**src/rtl/block_writer.sv**
```systemverilog
// block_writer: queues {address, block} requests and serialises each block into
// 16-bit Avalon-MM write beats, low half first. Define BLOCK_WRITER_PERF_EN for perf counters.
module block_writer #(
   parameter  int NDWORDS = 9,
   parameter  int QDEPTH  = 2,
   localparam int BLOCKSZ = 32*NDWORDS
) (
   input  logic               clk,
   input  logic               reset,
   input  logic [31:0]        baseaddr,
   input  logic [31:0]        index,
   input  logic [BLOCKSZ-1:0] data,
   input  logic               write,
   output logic               ready,
   output logic               done,
   output logic               busy,
   output logic               avm_m0_read,
   output logic               avm_m0_write,
   output logic [15:0]        avm_m0_writedata,
   output logic [31:0]        avm_m0_address,
   input  logic [15:0]        avm_m0_readdata,
   input  logic               avm_m0_readdatavalid,
   output logic [1:0]         avm_m0_byteenable,
   input  logic               avm_m0_waitrequest
`ifdef BLOCK_WRITER_PERF_EN
   ,
   output logic [31:0]        perf_nblocks,
   output logic [31:0]        perf_nstall
`endif
);

   localparam int NBEATS = 2*NDWORDS;
   localparam int BW     = $clog2(NBEATS);
   localparam int PW     = (QDEPTH > 1) ? $clog2(QDEPTH) : 1;
   localparam int CW     = $clog2(QDEPTH+1);

   typedef enum logic [1:0] {S_IDLE, S_BEAT, S_DONE} state_t;

   logic [31:0]        r_q_addr [QDEPTH];
   logic [BLOCKSZ-1:0] r_q_data [QDEPTH];
   logic [PW-1:0]      r_wptr, r_rptr;
   logic [CW-1:0]      r_count;

   state_t             r_state;
   logic [BW-1:0]      r_beat;
   logic               r_write;
   logic               r_done;
   logic [31:0]        r_addr;
   logic [BLOCKSZ-1:0] r_cur;

   logic               w_push, w_pop, w_beat_acc, w_last, w_load;
   logic [31:0]        w_acc_addr, w_ld_addr;
   logic [BLOCKSZ-1:0] w_ld_data;
   logic [PW-1:0]      w_rptr_nxt;
   logic               w_unused;

   function automatic logic [PW-1:0] ptr_inc(input logic [PW-1:0] p);
      if (p == PW'(QDEPTH-1)) return '0;
      return p + PW'(1);
   endfunction

   assign w_acc_addr  = baseaddr + index * 32'(4*NDWORDS);
   assign ready       = (r_count != CW'(QDEPTH));
   assign w_push      = write && ready;
   assign w_pop       = (r_state == S_DONE);
   assign w_beat_acc  = r_write && !avm_m0_waitrequest;
   assign w_last      = w_beat_acc && (r_beat == BW'(NBEATS-1));
   assign w_rptr_nxt  = ptr_inc(r_rptr);

   // Next block comes from the entry behind the head, or straight from the
   // input when that entry is being pushed in this very cycle.
   assign w_load = ((r_state == S_IDLE) && w_push) ||
                   ((r_state == S_DONE) && ((r_count > CW'(1)) || w_push));

   always_comb begin
      w_ld_addr = w_acc_addr;
      w_ld_data = data;
      if ((r_state == S_DONE) && (r_count > CW'(1))) begin
         w_ld_addr = r_q_addr[w_rptr_nxt];
         w_ld_data = r_q_data[w_rptr_nxt];
      end
   end

   always_ff @(posedge clk) begin
      if (w_push) begin
         r_q_addr[r_wptr] <= w_acc_addr;
         r_q_data[r_wptr] <= data;
      end
   end

   always_ff @(posedge clk or negedge reset) begin
      if (!reset) begin
         r_wptr  <= '0;
         r_rptr  <= '0;
         r_count <= '0;
      end else begin
         if (w_push) r_wptr <= ptr_inc(r_wptr);
         if (w_pop)  r_rptr <= w_rptr_nxt;
         if (w_push && !w_pop)      r_count <= r_count + CW'(1);
         else if (!w_push && w_pop) r_count <= r_count - CW'(1);
      end
   end

   always_ff @(posedge clk or negedge reset) begin
      if (!reset) begin
         r_state <= S_IDLE;
         r_beat  <= '0;
         r_write <= 1'b0;
         r_done  <= 1'b0;
         r_addr  <= '0;
         r_cur   <= '0;
      end else begin
         r_done <= 1'b0;
         if (w_load) begin
            r_state <= S_BEAT;
            r_write <= 1'b1;
            r_beat  <= '0;
            r_addr  <= w_ld_addr;
            r_cur   <= w_ld_data;
         end else if (r_state == S_DONE) begin
            r_state <= S_IDLE;
         end else if ((r_state == S_BEAT) && w_beat_acc) begin
            r_beat <= r_beat + BW'(1);
            r_addr <= r_addr + 32'd2;
            r_cur  <= r_cur >> 16;
            if (w_last) begin
               r_write <= 1'b0;
               r_done  <= 1'b1;
               r_state <= S_DONE;
            end
         end
      end
   end

`ifdef BLOCK_WRITER_PERF_EN
   always_ff @(posedge clk or negedge reset) begin
      if (!reset) begin
         perf_nblocks <= '0;
         perf_nstall  <= '0;
      end else begin
         if (r_done) perf_nblocks <= perf_nblocks + 32'd1;
         if (r_write && avm_m0_waitrequest) perf_nstall <= perf_nstall + 32'd1;
      end
   end
`endif

   assign done              = r_done;
   assign busy              = (r_count != '0) || (r_state != S_IDLE);
   assign avm_m0_read       = 1'b0;
   assign avm_m0_write      = r_write;
   assign avm_m0_writedata  = r_cur[15:0];
   assign avm_m0_address    = r_addr;
   assign avm_m0_byteenable = 2'b11;
   assign w_unused          = ^{avm_m0_readdata, avm_m0_readdatavalid};

endmodule

```
**config.mk**
```make
export PLATFORM = sky130hd
export DESIGN_NAME = block_writer
export DESIGN_NICKNAME = d
export VERILOG_FILES = /design/src/rtl/block_writer.sv
export SDC_FILE = /design/constraint.sdc
export NUM_CORES = 1
export LEC_CHECK = 0
export BUFFER_PORTS_ARGS = -buffer_cell sky130_fd_sc_hd__buf_2
export CAP_MARGIN = 10
export CORE_ASPECT_RATIO = 0.5
export CORE_MARGIN = 4
export CORE_UTILIZATION = 59
export DETAILED_ROUTE_END_ITERATION = 10
export GPL_ROUTABILITY_DRIVEN = 0
export GPL_TIMING_DRIVEN = 0
export PLACE_DENSITY = 0.84
export SLEW_MARGIN = 5
export SYNTH_ARGS = -nofsm -noshare
export SYNTH_HDL_FRONTEND = slang
export SYNTH_SLANG_ARGS = --single-unit
```
**constraint.sdc**
```tcl
create_clock -name clk -period 21.7 [get_ports clk]
set_input_delay 4.34 -clock clk [delete_from_list [all_inputs] [get_ports clk]]
set_output_delay 4.34 -clock clk [all_outputs]
set_load 0.1 [all_outputs]
```
==> run_results.csv, run 1 <==
group,metric,value,unit
status,status,"complete, no violations",
detailed_routing,viasPerCell,6.54,
floorplan,num_rows,68,
floorplan,die_w,384,um
synth,syn-cell-area,0.0417,mm^2
power,power,7.00,mW
sta,rsz0062_at_grt,"false",
synth,async_reset_ff_share,34.2,%
detailed_routing,wl_per_cell,26.2,um
critical_path,slowest_delay,0.46,ns
final_layout,final_common_cell,"edfxtp_1",
placed_design,dp_worst_setup_slack,12.20,ns
final_layout,layout.nets,4082,
sta,slew-limit-headroom,10.8,%
floorplan,die_y,196,um
synth,synth_area_leader_cell,"edfxtp_1",
sta,fin_tns_setup,0,ns
detailed_routing,vias,30706,
clocking,root_buffer,"clkbuf_16",
sta,fin_crit_sh,41.0,%
synth,yosysSeqAreaShare,66.1,%
clocking,cts_hold_buffers,0,
critical_path,cp_num_buf_inv,2,
synth,syn-instance-count,3106,
synth,synth_cell_types,64,
power,p_int,4.29,mW
power,switchingPower,2.71,mW
sta,finClkSkew,0.0175,ns
global_route,grt_antenna_before_repair,60,
power,pwr-share-comb,37.2,%
final_layout,final_cell_area,0.0482,mm^2
critical_path,cp_slowest_cell,"fa_1",
detailed_routing,dr.pass1.iters,8,
global_route,gr-usage-all-layers,31.6,%
sta,final-setup-viol-count,0,
critical_path,worstPathArrival,9.45,ns
clocking,cts_max_path_buffers,3,
clocking,clkSlewWorstSetupHoldPaths,0.06,ns
sta,fmax,112,MHz
final_layout,finalNonFillerCells,4692,
detailed_routing,drt-total-wl,123000,um
final_layout,final_core_util,69.5,%
critical_path,setup.worst_path.start_class,"input port",
critical_path,cp.required,22.25,ns
placed_design,dp.cells,4479,
critical_path,end_kind,"flip-flop",
critical_path,critPathMaxFanout,7,
global_route,overflow,0,
clocking,cts_tree,"done",
detailed_routing,drt_iter0_drc,4318,
critical_path,critical_path_class,"in -> reg",
power,worst_ir_drop_vdd,0.0840,mV
sta,holdWs,0.490,ns
synth,synth_top_area_share,46.1,%
power,p_leak,18.5,nW
power,clkPwrFrac,21.4,%
placed_design,dp.final_hpwl,83400,um
floorplan,initial_core_util,60.0,%
synth,ys_ff_latch,973,
floorplan,io_pins,428,
power,seq_power_share,41.4,%
detailed_routing,postRouteAntennaNets,0,
synth,synthTopCellsByArea,"edfxtp_1 (46%), dfrtp_1 (20%), mux2i_1 (7.0%), a221o_1 (5.1%), o21ai_0 (4.0%)",
synth,ys_warn_count,0,
critical_path,crit_path_cell_trace,"buf_2, ha_1, ha_1, fa_1, a21o_1, a21oi_1, o21bai_1, a21oi_1, o21bai_1, a21oi_1, xnor2_1, ha_1, buf_2, nand2_1, nor4_1, nand2b_1, a211o_1, a311o_1, o31ai_4, o221ai_2, xnor3_2, a221oi_2",
job,max-cap-violations,0,
sta,worst_pin_slew,1.34,ns
final_layout,syn_to_final_growth,15.8,%
detailed_routing,drc_errors,0,
global_route,grt_pass1_wl,181000,um
clocking,cts_buffers,83,
clocking,clk_latency,0.65,ns
floorplan,core_area,0.0694,mm^2
placed_design,portBuffers,405,
power,swShare,38.7,%
sta,min_period,8.89,ns
synth,syn_avg_cell_area,13.4,um^2
global_route,grt_max_degree,105,
clocking,cts_resized,0,
sta,hold_viol,0,
hold_path,hp-class,"reg -> reg",
critical_path,critPathTopFamily,"compound AO/OA/AOI/OAI gates",
clocking,postCtsSetupBuffers,0,
final_layout,layout-drive-gt1-share,16.5,%
floorplan,die_area,0.0752,mm^2
power,power_density,145,mW/mm^2
sta,finalWorstSetupSlack,12.81,ns
clocking,clock-sinks,973,
sta,drv_slew,0,
placed_design,place_area,0.0454,mm^2
final_layout,final_cell_mix,"edfxtp_1 (640), buf_2 (408), nand2_1 (370)",
synth,synth-main-ff-cell,"edfxtp_1",
synth,synth_edf_count,640,
global_route,grt_pass1_vias,30645,
clocking,h-tree-depth,3,
[state kept, by name, indices dropped and copies added, names as in the netlist]
register,count
avm_m0_address,32
avm_m0_write,1
done,1
r_beat,5
r_count,2
r_cur,288
r_q_addr,64
r_q_data,576
r_rptr,1
r_state,2
r_wptr,1
[tightest hold or removal path, stage by stage, from the launching register on]
cell	delay, ns
dfrtp_1	0.34
nand2_1	0.05
o21ai_0	0.06
[cell type report]
class	instances	area, um^2
Fill cell	4620	21200
Multi-Input combinational cell	1896	13200
Timing Repair Buffer	427	2550
Clock buffer	129	2450
Antenna cell	62	155
Buffer	212	872
Tap cell	945	1180
Inverter	26	97.6
Sequential cell	973	27600
Clock inverter	22	214
[power groups by stage]
stage          Clock, mW  Sequential, mW  Combinational [mW]
2_1_floorplan          0            3.11                1.58
3_3_place_gp           0            3.12                2.37
3_5_place_dp           0            2.90                2.51
4_1_cts             1.49            2.87                2.55
5_1_grt             1.58            2.92                2.77
6_report            1.50            2.89                2.60
[final timing paths]
| kind | to | slack, ns | start | cells after the start |
|---|---|---|---|---|
| max | avm_m0_address[31] | 12.81 | index[1] | 22 |
| min | r_cur[269] | 0.49 | r_cur[269] | 2 |
| max reg2reg | r_cur[8] | 17.44 | r_count[1] | 10 |
| min reg2reg | r_cur[269] | 0.49 | r_cur[269] | 2 |
| max in group asynchronous | avm_m0_address[27] | 16.64 | reset | 3 |
| min in group asynchronous | r_cur[69] | 3.66 | reset | 1 |
[routing by layer]
layer  GRT usage, %  vias to the layer above  wire, um
met3           6.36                      404     12100
met2           50.9                     2206     59300
met1           40.5                    15109     44500
li1               -                    12987         -
met4           17.7                        0      6950
met5              0                        -         0
[synthesized netlist by cell type, types with 3 or more instances]
| library cell | instances |
|---|---|
| a211oi_1 | 12 |
| a21boi_0 | 3 |
| a21o_1 | 25 |
| a21oi_1 | 112 |
| a221o_1 | 211 |
| a221oi_1 | 20 |
| a31o_2 | 3 |
| a31oi_1 | 8 |
| and3_1 | 10 |
| and4_1 | 4 |
| buf_1 | 15 |
| buf_2 | 4 |
| buf_4 | 19 |
| clkbuf_1 | 174 |
| dfrtp_1 | 333 |
| edfxtp_1 | 640 |
| ha_1 | 88 |
| inv_1 | 26 |
| mux2_2 | 30 |
| mux2i_1 | 291 |
| nand2_1 | 370 |
| nand2b_1 | 4 |
| nand3_1 | 46 |
| nand4_1 | 13 |
| nor2_1 | 81 |
| nor2b_1 | 6 |
| nor3_1 | 17 |
| nor4_1 | 4 |
| o211ai_1 | 10 |
| o21a_1 | 11 |
| o21ai_0 | 333 |
| o21bai_1 | 8 |
| o22ai_1 | 57 |
| o2bb2ai_1 | 5 |
| or3_1 | 4 |
| xnor2_1 | 46 |
| xor2_1 | 26 |
[cell families (layout without fill, tap and decap cells)]
family,count (synthesis),in the layout,share of synthesized area (%)
other,2,65,0.0180
XOR/XNOR,73,73,1.57
AND/OR/NAND/NOR,567,567,5.67
buffers and inverters,238,816,2.33
AO/OA/AOI/OAI,842,842,13.8
multiplexers,321,321,7.80
flip-flops,973,973,66.1
adder cells (fa/ha/maj),90,90,2.74
No activity file was read; power rests on OpenSTA's default activity.
==> run 2, diff against run 1 <==
- CORE_UTILIZATION: 59 -> 53
- PLACE_DENSITY: 0.84 -> 0.8
- clock period: 21.7 -> 7.81 ns (I/O delays scaled with it)
==> run 2 against run 1 <==
Effect of this change:
- sequential share of layout area decreased by 0.30 points
- critical endpoint unchanged
- largest power group unchanged
- cell count increased by 2.0%
- clock skew rose by 0.0096 ns
- non-clock buffer count rose by 2
- global-route usage shrank 3.1 points
- total power grew to 2.8 times the previous value
- die area up 11%
- flip-flop and latch count stayed put
- clock power rose to 2.8 times the previous value
- count of clock-buffer cells in the layout is 10 lower
- first-iteration DRC count decreased by 17%
- critical path type unchanged
==> run_results.csv, run 2 (synthesis gave the netlist of run 1 again) <==
group,metric,value,unit
clocking,root_buffer,"clkbuf_16",
global_route,grt_max_degree,110,
critical_path,r2r_slack,3.52,ns
critical_path,critPathMaxFanout,7,
hold_path,hp-class,"reg -> reg",
sta,fin_crit_sh,80.4,%
critical_path,ff2ff_path_depth,13,
critical_path,cp.required,8.38,ns
global_route,gr-usage-all-layers,28.5,%
critical_path,r2r-end,"avm_m0_address[5]",
critical_path,timing.rr.start,"r_count[0]",
detailed_routing,viasPerCell,6.27,
detailed_routing,drt_iter0_drc,3567,
floorplan,die_w,405,um
status,status,"complete, no violations",
final_layout,reg.largest.list,"r_q_data x576, r_cur x288, r_q_addr x64",
sta,finClkSkew,0.0272,ns
global_route,grt_antenna_before_repair,50,
power,worst_ir_drop_vdd,0.281,mV
final_layout,num-fill-cells,5703,
critical_path,slowest_delay,0.47,ns
floorplan,initial_core_util,53.7,%
clocking,cts_max_path_buffers,3,
floorplan,core_area,0.0776,mm^2
clocking,cts_tree,"done",
floorplan,die_y,206,um
critical_path,cp_num_buf_inv,2,
critical_path,worstPathArrival,6.84,ns
final_layout,final_core_util,62.5,%
clocking,cts_hold_buffers,0,
critical_path,critPathTopFamily,"compound AO/OA/AOI/OAI gates",
final_layout,largest_reg_flops,576,
floorplan,num_rows,72,
detailed_routing,wl_per_cell,25.8,um
final_layout,final_cell_mix,"edfxtp_1 (640), buf_2 (408), nand2_1 (370)",
clocking,cts_resized,0,
critical_path,cp-startpoint,"index[1]",
floorplan,die_area,0.0835,mm^2
final_layout,final_common_cell,"edfxtp_1",
detailed_routing,vias,30011,
global_route,overflow,0,
placed_design,dp.cells,4571,
detailed_routing,drc_errors,0,
clocking,h-tree-depth,3,
critical_path,end_kind,"flip-flop",
final_layout,syn_to_final_growth,16.4,%
critical_path,critical_path_depth,22,
clocking,clock-sinks,973,
critical_path,crit_path_cell_trace,"buf_2, ha_1, ha_1, fa_1, a21o_1, a21oi_1, o21bai_1, a21oi_1, o21bai_1, a21oi_1, xnor2_1, ha_1, buf_2, nand2_1, nor4_1, nand2b_1, a211o_1, a311o_1, o31ai_4, o221ai_2, xnor3_2, a221oi_2",
detailed_routing,dr.pass1.iters,6,
hold_path,whs_path_depth,2,
critical_path,setup.worst_path.start_class,"input port",
placed_design,portBuffers,405,
global_route,grt_pass1_vias,29551,
placed_design,dp_worst_setup_slack,0.882,ns
floorplan,io_pins,428,
sta,final-setup-viol-count,0,
final_layout,regMostFlops,"r_q_data",
clocking,postCtsSetupBuffers,0,
power,p_leak,18.6,nW
sta,worst_pin_slew,1.34,ns
sta,holdWs,0.482,ns
final_layout,layout-drive-gt1-share,17.2,%
global_route,grt_pass1_wl,179000,um
job,max-cap-violations,0,
sta,rsz0062_at_grt,"false",
power,power,19.5,mW
placed_design,dp.final_hpwl,85300,um
sta,slew-limit-headroom,10.6,%
power,power_density,401,mW/mm^2
sta,drv_slew,0,
critical_path,critical_path_class,"in -> reg",
clocking,cts_buffers,85,
sta,min_period,6.28,ns
critical_path,cp_slowest_cell,"fa_1",
sta,hold_viol,0,
detailed_routing,postRouteAntennaNets,0,
clocking,clkSlewWorstSetupHoldPaths,0.07,ns
final_layout,layout.nets,4086,
critical_path,crit_end,"avm_m0_address[31]",
sta,fmax,159,MHz
clocking,clk_latency,0.66,ns
sta,finalWorstSetupSlack,1.53,ns
final_layout,finalNonFillerCells,4786,
detailed_routing,drt-total-wl,123000,um
## run 2: worst min-delay path: cells and delay by family (launching register included)
family	cells	cell delay (ns)
flops	1	0.34
compound gates	1	0.06
simple gates	1	0.05
## run 2: worst min-delay path by stage
stage / start / endpoint
floorplan: r_cur[194] / r_cur[194]
global placement: r_cur[270] / r_cur[270]
detailed placement: r_cur[214] / r_cur[214]
CTS: r_cur[214] / r_cur[214]
global route: r_cur[207] / r_cur[207]
finish: r_cur[214] / r_cur[214]
## run 2: layer usage
| metal | wire length (um) | vias up | global-route usage (%) |
|---|---|---|---|
| li1 | - | 12991 | - |
| met1 | 45500 | 14949 | 36.2 |
| met2 | 60300 | 1745 | 46.3 |
| met3 | 11100 | 326 | 6.28 |
| met4 | 6440 | 0 | 15.5 |
| met5 | 0 | - | 0 |
## run 2: report_power, final
| part | internal [mW] | switching [mW] | leakage [nW] |
|---|---|---|---|
| registers | 7.23 | 0.769 | 10.2 |
| clock network | 2.30 | 1.91 | 1.37 |
| logic | 2.42 | 4.83 | 7.04 |
## run 2: stage by stage
stage / cell area (um^2) / TNS, ns
after global routing: 48500 / 0
after global placement: 45000 / -1751.77
after CTS: 48400 / 0
after floorplan: 41700 / 0
after detailed placement: 45600 / 0
final: 48500 / 0
## run 2: layout make-up
type | count | area [um^2] | share of cell area, %
clock inverter | 40 | 284 | 0.586
antenna | 55 | 138 | 0.284
timing repair buffer | 429 | 2610 | 5.38
multi-input combinational | 1896 | 13200 | 27.2
buffer | 212 | 872 | 1.80
clock buffer | 119 | 2480 | 5.11
tap | 1036 | 1300 | 2.67
inverter | 26 | 97.6 | 0.201
sequential | 973 | 27600 | 56.8
